## src/rtl/btb_predictor_pkg.sv

```systemverilog
// rtl/btb_predictor_pkg.sv - shared constants and PC slicing helpers for the BTB
package btb_predictor_pkg;

  localparam int PC_WIDTH_DEFAULT = 32;

  // Index field starts above the always-zero instruction alignment bits
  localparam int IDX_LSB = 2;

  function automatic int tag_lsb(input int idx_bits);
    return IDX_LSB + idx_bits;
  endfunction

  function automatic int ctr_weak_taken(input int w);
    return 1 << (w - 1);
  endfunction

  function automatic int ctr_strong_taken(input int w);
    return (1 << w) - 1;
  endfunction

endpackage

```

## src/rtl/btb_predictor_sat_counter.sv

```systemverilog
// rtl/btb_predictor_sat_counter.sv - saturating up/down counter next-value logic
module sat_counter #(
  parameter int WIDTH = 2
) (
  input  logic [WIDTH-1:0] cur,
  input  logic             up,
  output logic [WIDTH-1:0] nxt
);

  always_comb begin
    nxt = cur;
    if (up) begin
      if (cur != '1) nxt = cur + 1'b1;
    end else begin
      if (cur != '0) nxt = cur - 1'b1;
    end
  end

endmodule

```

## src/rtl/btb_predictor.sv

```systemverilog
// rtl/btb_predictor.sv - branch target buffer with per-entry direction counters
module btb_predictor
  import btb_predictor_pkg::*;
#(
  parameter int PC_WIDTH  = PC_WIDTH_DEFAULT,
  parameter int ENTRIES   = 16,
  parameter int TAG_WIDTH = 8,
  parameter int CTR_WIDTH = 2,
  parameter int CNT_WIDTH = 32
) (
  input  logic                 clk_i,
  input  logic                 rst_i,
  input  logic [PC_WIDTH-1:0]  F_PC_i,
  output logic                 pred_taken_o,
  output logic [PC_WIDTH-1:0]  pred_target_o,
  input  logic                 flush_i,
  input  logic                 upd_valid_i,
  input  logic [PC_WIDTH-1:0]  upd_PC_i,
  input  logic                 upd_is_jump_i,
  input  logic                 upd_taken_i,
  input  logic [PC_WIDTH-1:0]  upd_target_i,
  input  logic                 upd_pred_taken_i,
  input  logic [PC_WIDTH-1:0]  upd_pred_target_i,
  output logic [CNT_WIDTH-1:0] mispred_cnt_o
);

  localparam int IDX     = $clog2(ENTRIES);
  localparam int TAG_LSB = tag_lsb(IDX);
  localparam logic [CTR_WIDTH-1:0] CTR_WEAK   = CTR_WIDTH'(ctr_weak_taken(CTR_WIDTH));
  localparam logic [CTR_WIDTH-1:0] CTR_STRONG = CTR_WIDTH'(ctr_strong_taken(CTR_WIDTH));

  logic                 valid_q  [ENTRIES];
  logic [TAG_WIDTH-1:0] tag_q    [ENTRIES];
  logic [PC_WIDTH-1:0]  target_q [ENTRIES];
  logic [CTR_WIDTH-1:0] ctr_q    [ENTRIES];
  logic [CTR_WIDTH-1:0] ctr_step [ENTRIES];
  logic [CNT_WIDTH-1:0] mispred_q;

  logic [IDX-1:0]       f_idx, u_idx;
  logic [TAG_WIDTH-1:0] f_tag, u_tag;
  logic                 f_hit, u_hit, mispred;
  logic                 unused_pc_bits;

  assign f_idx = F_PC_i[TAG_LSB-1:IDX_LSB];
  assign f_tag = F_PC_i[TAG_LSB+TAG_WIDTH-1:TAG_LSB];
  assign u_idx = upd_PC_i[TAG_LSB-1:IDX_LSB];
  assign u_tag = upd_PC_i[TAG_LSB+TAG_WIDTH-1:TAG_LSB];
  assign unused_pc_bits = ^{F_PC_i, upd_PC_i};

  // Lookup reads registered state only, so a same-cycle update is not forwarded
  assign f_hit         = valid_q[f_idx] && (tag_q[f_idx] == f_tag);
  assign pred_taken_o  = f_hit && ctr_q[f_idx][CTR_WIDTH-1];
  assign pred_target_o = pred_taken_o ? target_q[f_idx] : '0;

  assign u_hit   = valid_q[u_idx] && (tag_q[u_idx] == u_tag);
  assign mispred = upd_valid_i &&
                   ((upd_taken_i != upd_pred_taken_i) ||
                    (upd_taken_i && upd_pred_taken_i && (upd_target_i != upd_pred_target_i)));

  for (genvar e = 0; e < ENTRIES; e++) begin : g_entry
    sat_counter #(.WIDTH(CTR_WIDTH)) u_ctr (
      .cur (ctr_q[e]),
      .up  (upd_taken_i),
      .nxt (ctr_step[e])
    );
  end

  always_ff @(posedge clk_i) begin
    if (rst_i) begin
      for (int i = 0; i < ENTRIES; i++) begin
        valid_q[i]  <= 1'b0;
        tag_q[i]    <= '0;
        target_q[i] <= '0;
        ctr_q[i]    <= '0;
      end
      mispred_q <= '0;
    end else begin
      if (mispred) mispred_q <= mispred_q + 1'b1;
      if (flush_i) begin
        for (int i = 0; i < ENTRIES; i++) valid_q[i] <= 1'b0;
      end else if (upd_valid_i) begin
        if (u_hit) begin
          if (upd_is_jump_i) begin
            ctr_q[u_idx]    <= CTR_STRONG;
            target_q[u_idx] <= upd_target_i;
          end else begin
            ctr_q[u_idx] <= ctr_step[u_idx];
            if (upd_taken_i) target_q[u_idx] <= upd_target_i;
          end
        end else if (upd_taken_i) begin
          // A taken miss evicts whatever aliased into this index
          valid_q[u_idx]  <= 1'b1;
          tag_q[u_idx]    <= u_tag;
          target_q[u_idx] <= upd_target_i;
          ctr_q[u_idx]    <= upd_is_jump_i ? CTR_STRONG : CTR_WEAK;
        end
      end
    end
  end

  assign mispred_cnt_o = mispred_q;

endmodule

```

## config.mk

```make
export PLATFORM = sky130hd
export DESIGN_NAME = btb_predictor
export DESIGN_NICKNAME = d
export VERILOG_FILES = /design/src/rtl/btb_predictor_pkg.sv /design/src/rtl/btb_predictor_sat_counter.sv /design/src/rtl/btb_predictor.sv
export SDC_FILE = /design/constraint.sdc
export NUM_CORES = 1
export LEC_CHECK = 0
export BUFFER_PORTS_ARGS = -buffer_cell sky130_fd_sc_hd__buf_2
export CAP_MARGIN = 20
export CORE_MARGIN = 2
export CORE_UTILIZATION = 40
export CTS_CLUSTER_SIZE = 40
export DETAILED_ROUTE_END_ITERATION = 8
export GPL_TIMING_DRIVEN = 0
export PLACE_DENSITY = 0.55
export SYNTH_ARGS = -nofsm -noshare
export SYNTH_HDL_FRONTEND = slang
export SYNTH_SLANG_ARGS = --single-unit
```

## constraint.sdc

```tcl
create_clock -name clk_i -period 15.3 [get_ports clk_i]
set_input_delay 1.53 -clock clk_i [delete_from_list [all_inputs] [get_ports clk_i]]
set_output_delay 1.53 -clock clk_i [all_outputs]
set_load 0.02 [all_outputs]
```

After elaboration in Yosys (flattened, before gate mapping)
Memories as Yosys holds them, arrays and structs flattened.
Index checks and enable logic that the tools add are counted.
{"block": "word_totals", "ff_bits": 32, "ram_bits": 688, "inputBits": 135, "out_inout_bits": 65, "elab_cells": 221, "n_memories": 4}
{"block": "classes", "addsub": 33, "n_lt_le_gt_ge": 1, "n_eq_ne": 20, "muxes": 114, "bitwise_logic": 21, "n_reduce_logical": 27}
{"memory": "target_q", "depth": 16, "word_bits": 32, "rd": 1, "rd_ports_with_merged_regs": 0, "wr": 16, "line": "btb_predictor.sv:34", "rtl": "logic [PC_WIDTH-1:0] target_q [ENTRIES];"}
{"memory": "tag_q", "depth": 16, "word_bits": 8, "rd": 2, "rd_ports_with_merged_regs": 0, "wr": 16, "line": "btb_predictor.sv:33", "rtl": "logic [TAG_WIDTH-1:0] tag_q [ENTRIES];"}
{"memory": "ctr_q", "depth": 16, "word_bits": 2, "rd": 17, "rd_ports_with_merged_regs": 0, "wr": 16, "line": "btb_predictor.sv:35", "rtl": "logic [CTR_WIDTH-1:0] ctr_q [ENTRIES];"}
{"memory": "valid_q", "depth": 16, "word_bits": 1, "rd": 2, "rd_ports_with_merged_regs": 0, "wr": 16, "line": "btb_predictor.sv:32", "rtl": "logic valid_q [ENTRIES];"}
{"operator": "two-way mux 32 bit", "n": 4}
{"operator": "two-way mux 2 bit", "n": 53}
{"operator": "two-way mux 1 bit", "n": 51}
{"operator": "adder 2 x 1 -> 2 bit (second input constant)", "n": 16}
{"operator": "adder 32 x 1 -> 32 bit (second input constant)", "n": 1}
{"operator": "!= test 2 bit (second input constant)", "n": 16}
{"operator": "!= test 32 bit", "n": 1}
{"operator": "nonzero test 2 bit", "n": 16}
{"operator": "OR reduction 32 bit", "n": 1}
{"operator": "subtractor 2 x 1 -> 2 bit (second input constant)", "n": 16}
{"operator": "OR 1 bit", "n": 20}
{"operator": "== test 8 bit", "n": 2}
{"operator": "two-way mux 4 bit", "n": 4}
{"operator": "binary-select mux 2 bit (select 4 bit)", "n": 1}
{"operator": "two-way mux 8 bit", "n": 1}
{"operator": "OR reduction 8 bit", "n": 1}
{"operator": "logical AND 1 bit", "n": 6}
{"operator": "greater-or-equal comparator 5 bit (second input constant)", "n": 1}
{"operator": "inverter 4 -> 5 bit", "n": 1}
{"operator": "OR reduction 2 bit", "n": 1}
{"operator": "logical OR 1 bit", "n": 1}
{"operator": "!= test 1 bit", "n": 1}
{"operator": "OR reduction 1 bit", "n": 1}

Longest topological paths before layout
An unclocked memory read counts as a cell.
{"block": "logic_depth", "ltp_word": 12, "mapped_depth": 12, "ltp_nobuf": 7}

Hierarchy
A second synthesis with hierarchy kept.
{"block": "hier_totals", "hier_cells": 2522, "area_unflattened_um2": 38264.2}
{"mod": "btb_predictor", "n_inst": 1, "cells_per_inst": 2474, "area_per_inst_um2": 37843.8, "seq_area_each_um2": 21140.3}
{"mod": "sat_counter", "n_inst": 16, "cells_per_inst": 3, "area_per_inst_um2": 26.3, "seq_area_each_um2": 0.0}

Worst setup path before layout
Ideal clock, no wire load.
{"block": "synth_path", "kind": "input to register", "start": "in upd_PC_i[3]", "end": "mem target_q[2][0] (netlist name), enable pin", "setup_time_ns": 0.428, "arrival_ns": 5.415, "required_ns": 14.872, "setup_slack_ns": 9.457, "cell_stages": 11, "path_buffers": 4, "path_cell_list": "buf_4 buf_2 mux4_2 mux2i_1 xnor2_1 nand4b_1 a211oi_2 a41oi_2 buf_4 buf_4 o21bai_1"}
{"item": "start, declared", "line": "btb_predictor.sv:18", "rtl": "input logic [PC_WIDTH-1:0] upd_PC_i,"}
{"item": "end, declared", "line": "btb_predictor.sv:34"}

Worst setup path in the final report
{"block": "layout_path", "start": "in F_PC_i[3]", "end": "out pred_target_o[29]"}
{"block": "layout_via", "elab_chain_len": 5, "elab_cells_between_ends": 8, "classes_between": "eq/ne (1); mux (1); reduce/logical (2); memory (4)"}
{"item": "start, declared", "line": "btb_predictor.sv:13", "rtl": "input logic [PC_WIDTH-1:0] F_PC_i,"}
{"item": "memory read (16 x 8 bit)"}
{"item": "== test 8 bit", "line": "btb_predictor.sv:51", "rtl": "assign f_hit = valid_q[f_idx] && (tag_q[f_idx] == f_tag);"}
{"item": "logical AND 1 bit", "line": "btb_predictor.sv:51"}
{"item": "logical AND 1 bit", "line": "btb_predictor.sv:52", "rtl": "assign pred_taken_o = f_hit && ctr_q[f_idx][CTR_WIDTH-1];"}
{"item": "two-way mux 32 bit (*)", "line": "btb_predictor.sv:53", "rtl": "assign pred_target_o = pred_taken_o ? target_q[f_idx] : '0;"}
{"item": "end, declared", "line": "btb_predictor.sv:15", "rtl": "output logic [PC_WIDTH-1:0] pred_target_o,"}
Mark *: on every way between the ends. The rest lies on a longest branch, timed or not.

==> results.py <==
metrics = {
    "timing": {
        "grt_setup_unrepaired": "no",
        "drv_slew": 0,
        "totalNegativeSetupSlack_ps": 0,
        "finalHoldViolations": 0,
        "fin_worst_skew_ps": 32.25,
        "tightestPinTransition_ps": 1240,
        "max_clock_freq_mhz": 131.8,
        "final_cycle_utilization_of_the_critical_path_pct": 49.57,
        "fin_crit_ps": 7585,
        "tightest_slew_margin_relative_to_the_limit_pct": 17.36,
        "hold_ws_ps": 488.9,
        "final_critical_path_setup_slack_ps": 7716,
        "report.final.setup_viol": 0,
    },
    "die": {
        "floorplan.rows": 111,
        "floorplan.initialDensity_pct": 40.50,
        "design.die.area_um2": 95540,
        "io_pins": 200,
        "core-area_um2": 91940,
        "die_height_um": 309.1,
        "chipWidth_um": 309.1,
    },
    "routing": {
        "drt-pass1-iter-count": 6,
        "route.antenna.remaining_nets": 0,
        "initialDrtViolationCount": 3171,
        "route.detailed.drc": 0,
        "via_count": 25700,
        "avgRoutedWirePerCell_um": 32.16,
        "drt_wl_total_um": 137300,
        "drt-vias-per-instance": 6.019,
    },
    "yosys": {
        "ys.flop_type": "sky130_fd_sc_hd__edfxtp_1",
        "synth.yosys.seq_area_share_pct": 56.78,
        "synth_async_sr_flop_share_pct": 0,
        "ys_warn_count": 0,
        "post-synth-top-count-cell": "sky130_fd_sc_hd__edfxtp_1",
        "synth_enable_flop_cells": 672,
        "synthesis.area_per_instance_um2": 13.85,
        "synth_top_cell_area_share_pct": 54.20,
        "postSynthRegisterBits": 720,
        "mappedNetlistNets": 2825,
        "post_synth_num_cell_types": 54,
        "yosys.area.top_type": "sky130_fd_sc_hd__edfxtp_1",
        "synth.top_cells.by_area": "sky130_fd_sc_hd__edfxtp_1, sky130_fd_sc_hd__mux4_2, sky130_fd_sc_hd__nor3b_2, sky130_fd_sc_hd__nand2_1, sky130_fd_sc_hd__nor2_1",
        "netlist_area_um2": 37230,
        "postSynthCellCount": 2688,
        "synth_top_cells_by_count": "sky130_fd_sc_hd__edfxtp_1, sky130_fd_sc_hd__nand2_1, sky130_fd_sc_hd__nor2_1, sky130_fd_sc_hd__mux4_2, sky130_fd_sc_hd__nor3b_2",
    },
    "finish": {
        "layout.cell_area.non_filler_um2": 43120,
        "antenna_cells": 0,
        "num-nets-final": 3101,
        "area_growth_syn_to_layout_pct": 15.81,
        "layout-drive-gt1-share_pct": 28.75,
    },
    "cts": {
        "numClockSinks": 720,
        "cts_hold_buf": 0,
        "cts_resized": 0,
        "clk-insertion-delay-late_ps": 660,
        "root_buffer": "sky130_fd_sc_hd__clkbuf_16",
        "tritoncts": "built",
        "clock_tree.buffer_depth": 3,
        "cts_made_buffers": 81,
        "cts-htree-levels": 3,
        "cts.clk_slew.worst_paths_ps": 50,
        "cts_setup_buffers": 0,
    },
    "hold_path": {
        "timing.hold.worst.class": "flip-flop to flip-flop",
    },
    "grt": {
        "globalRouteTotalUtil_pct": 28.69,
        "pin_count_of_the_biggest_net_entering_global_routing": 21,
        "grt_pass1_vias": 25610,
        "antenna_found_initial": 7,
        "grt_first_pass_wirelength_um": 191900,
        "grt-ovfl-total": 0,
    },
    "place": {
        "portBuffers": 154,
        "detailedPlace.worstSlack_ps": 7845,
        "gp_congestion": 0.9153,
        "detailed_place.area_um2": 40320,
        "dp.final_hpwl_um": 95940,
    },
    "worst_setup_path": {
        "critical_path_buf_inv_count": 6,
        "crit_path_start_kind": "input port",
        "path_max_fanout": 10,
        "critical_path.most_common_cell": "sky130_fd_sc_hd__buf_2",
        "critical-path-slowest-cell": "sky130_fd_sc_hd__clkbuf_1",
        "cells_along_the_critical_path": "buf_2 > buf_2 > buf_1 > clkbuf_1 > clkbuf_1 > mux4_2 > mux4_2 > and3_1 > buf_2",
        "timing.critical_path.max_delay_family": "buffers and inverters",
        "cp_data_arrival_time_ps": 6050,
        "critPathKind": "input port to output pin",
        "timing.critical_path.required_ps": 13770,
        "timing.critical_path.slowest_cell_delay_ps": 880,
        "endpoint_kind_of_the_worst_setup_timing_path": "output pin",
    },
    "run_status": {
        "outcome": "finished, final reports clean",
    },
    "power": {
        "ir_worst_vdd_uv": 87.35,
        "power_density_relative_to_cell_area_nw_per_um2": 111.1,
        "power.static_leakage_nw": 13.57,
    },
    "job": {
        "max_cap_violations": 0,
    },
}
area by class of cell:
cell class	count	area [µm²]
multi-input cells	1669	14900
plain buffers	261	1257
fillers	8161	48820
repair buffers	193	1461
well taps	1243	1555
clock inverters	49	491.7
inverters	38	142.6
flip-flops and latches	720	21140
clock buffers	96	2168
flip-flops by register name (all words and copies together) (netlist names):
| register | flops |
|---|---|
| ctr_q | 32 |
| mispred_cnt_o | 32 |
| tag_q | 128 |
| target_q | 512 |
| valid_q | 16 |
worst register-to-register path: stages (launching register included):
cell and delay (ps):
sky130_fd_sc_hd__edfxtp_1 430, sky130_fd_sc_hd__mux4_2 480, sky130_fd_sc_hd__mux2i_1 180, sky130_fd_sc_hd__xnor2_1 110, sky130_fd_sc_hd__or4_4 530, sky130_fd_sc_hd__a211oi_2 400, sky130_fd_sc_hd__a41oi_2 470, sky130_fd_sc_hd__buf_4 350
sky130_fd_sc_hd__buf_2 290, sky130_fd_sc_hd__o21bai_4 770, sky130_fd_sc_hd__buf_16 260
layer usage:
layer	vias up	routed length, µm	track usage [%]
met5	-	67	0
li1	10610	-	-
met1	13330	53000	37.27
met4	12	5500	10.93
met2	1463	65040	46.55
met3	290	13700	6.961
cells in the final DEF, fill, tap and decap left out, types with 9 or more instances in the layout:
cell type / n
sky130_fd_sc_hd__a22oi_1: 17
sky130_fd_sc_hd__clkinv_1: 20
sky130_fd_sc_hd__nor2_1: 280
sky130_fd_sc_hd__nor3b_2: 221
sky130_fd_sc_hd__o21bai_4: 16
sky130_fd_sc_hd__xnor2_1: 47
sky130_fd_sc_hd__nor3b_1: 32
sky130_fd_sc_hd__dfxtp_1: 48
sky130_fd_sc_hd__nand2_1: 315
sky130_fd_sc_hd__mux2i_1: 38
sky130_fd_sc_hd__buf_4: 9
sky130_fd_sc_hd__bufinv_16: 10
sky130_fd_sc_hd__or3_1: 22
sky130_fd_sc_hd__nand4_1: 13
sky130_fd_sc_hd__maj3_1: 30
sky130_fd_sc_hd__mux4_2: 236
sky130_fd_sc_hd__buf_2: 203
sky130_fd_sc_hd__or4_1: 10
sky130_fd_sc_hd__nor3_1: 38
sky130_fd_sc_hd__a22o_1: 16
sky130_fd_sc_hd__buf_6: 28
sky130_fd_sc_hd__clkbuf_16: 85
sky130_fd_sc_hd__o21bai_1: 16
sky130_fd_sc_hd__o21ai_0: 27
sky130_fd_sc_hd__and3_1: 38
sky130_fd_sc_hd__inv_1: 38
sky130_fd_sc_hd__clkinv_2: 12
sky130_fd_sc_hd__buf_1: 26
sky130_fd_sc_hd__buf_12: 11
sky130_fd_sc_hd__a21o_1: 16
sky130_fd_sc_hd__nand3_1: 12
sky130_fd_sc_hd__a21oi_1: 35
sky130_fd_sc_hd__and2_1: 130
sky130_fd_sc_hd__clkbuf_1: 166
sky130_fd_sc_hd__buf_8: 13
sky130_fd_sc_hd__edfxtp_1: 672
path summary, 6_finish.rpt:
kind                                       start                        endpoint  slack, ps  cells after the start
setup reg to reg       tag_q[0][5]$_SDFFCE_PN0P_   target_q[7][11]$_SDFFCE_PN0P_      10690                     10
setup / recovery                       F_PC_i[3]               pred_target_o[29]       7720                      9
hold / removal    mispred_cnt_o[31]$_SDFFE_PP0P_  mispred_cnt_o[31]$_SDFFE_PP0P_        490                      2
hold reg to reg   mispred_cnt_o[31]$_SDFFE_PP0P_  mispred_cnt_o[31]$_SDFFE_PP0P_        490                      2
through the flow:
stage               power [W]  utilization (%)  std cells
floorplan            0.002595                -       2688
global placement     0.002794            43.03       4085
detailed placement   0.002817            43.86       4115
CTS                  0.004791            46.75       4260
global route         0.004901            46.90       4269
finish               0.004792            46.90       4269
kinds of logic (layout without fill, tap and decap cells):
| group | count (synthesis) | count (layout) | share of synthesized area [%] |
|---|---|---|---|
| xor+xnor | 50 | 50 | 1.176 |
| buf+inv | 299 | 637 | 3.757 |
| compound gates | 175 | 175 | 3.266 |
| flops | 720 | 720 | 56.78 |
| simple gates | 1138 | 1138 | 18.85 |
| fa+ha+maj | 32 | 32 | 0.8737 |
| mux | 274 | 274 | 15.30 |
where the power goes:
group / switching, W / total [W] / internal, W
sequential: 0.0000356 / 0.00228 / 0.00224
combinational: 0.000309 / 0.000506 / 0.000197
clock: 0.000829 / 0.00201 / 0.00118
(Power assumes the default switching activity.)
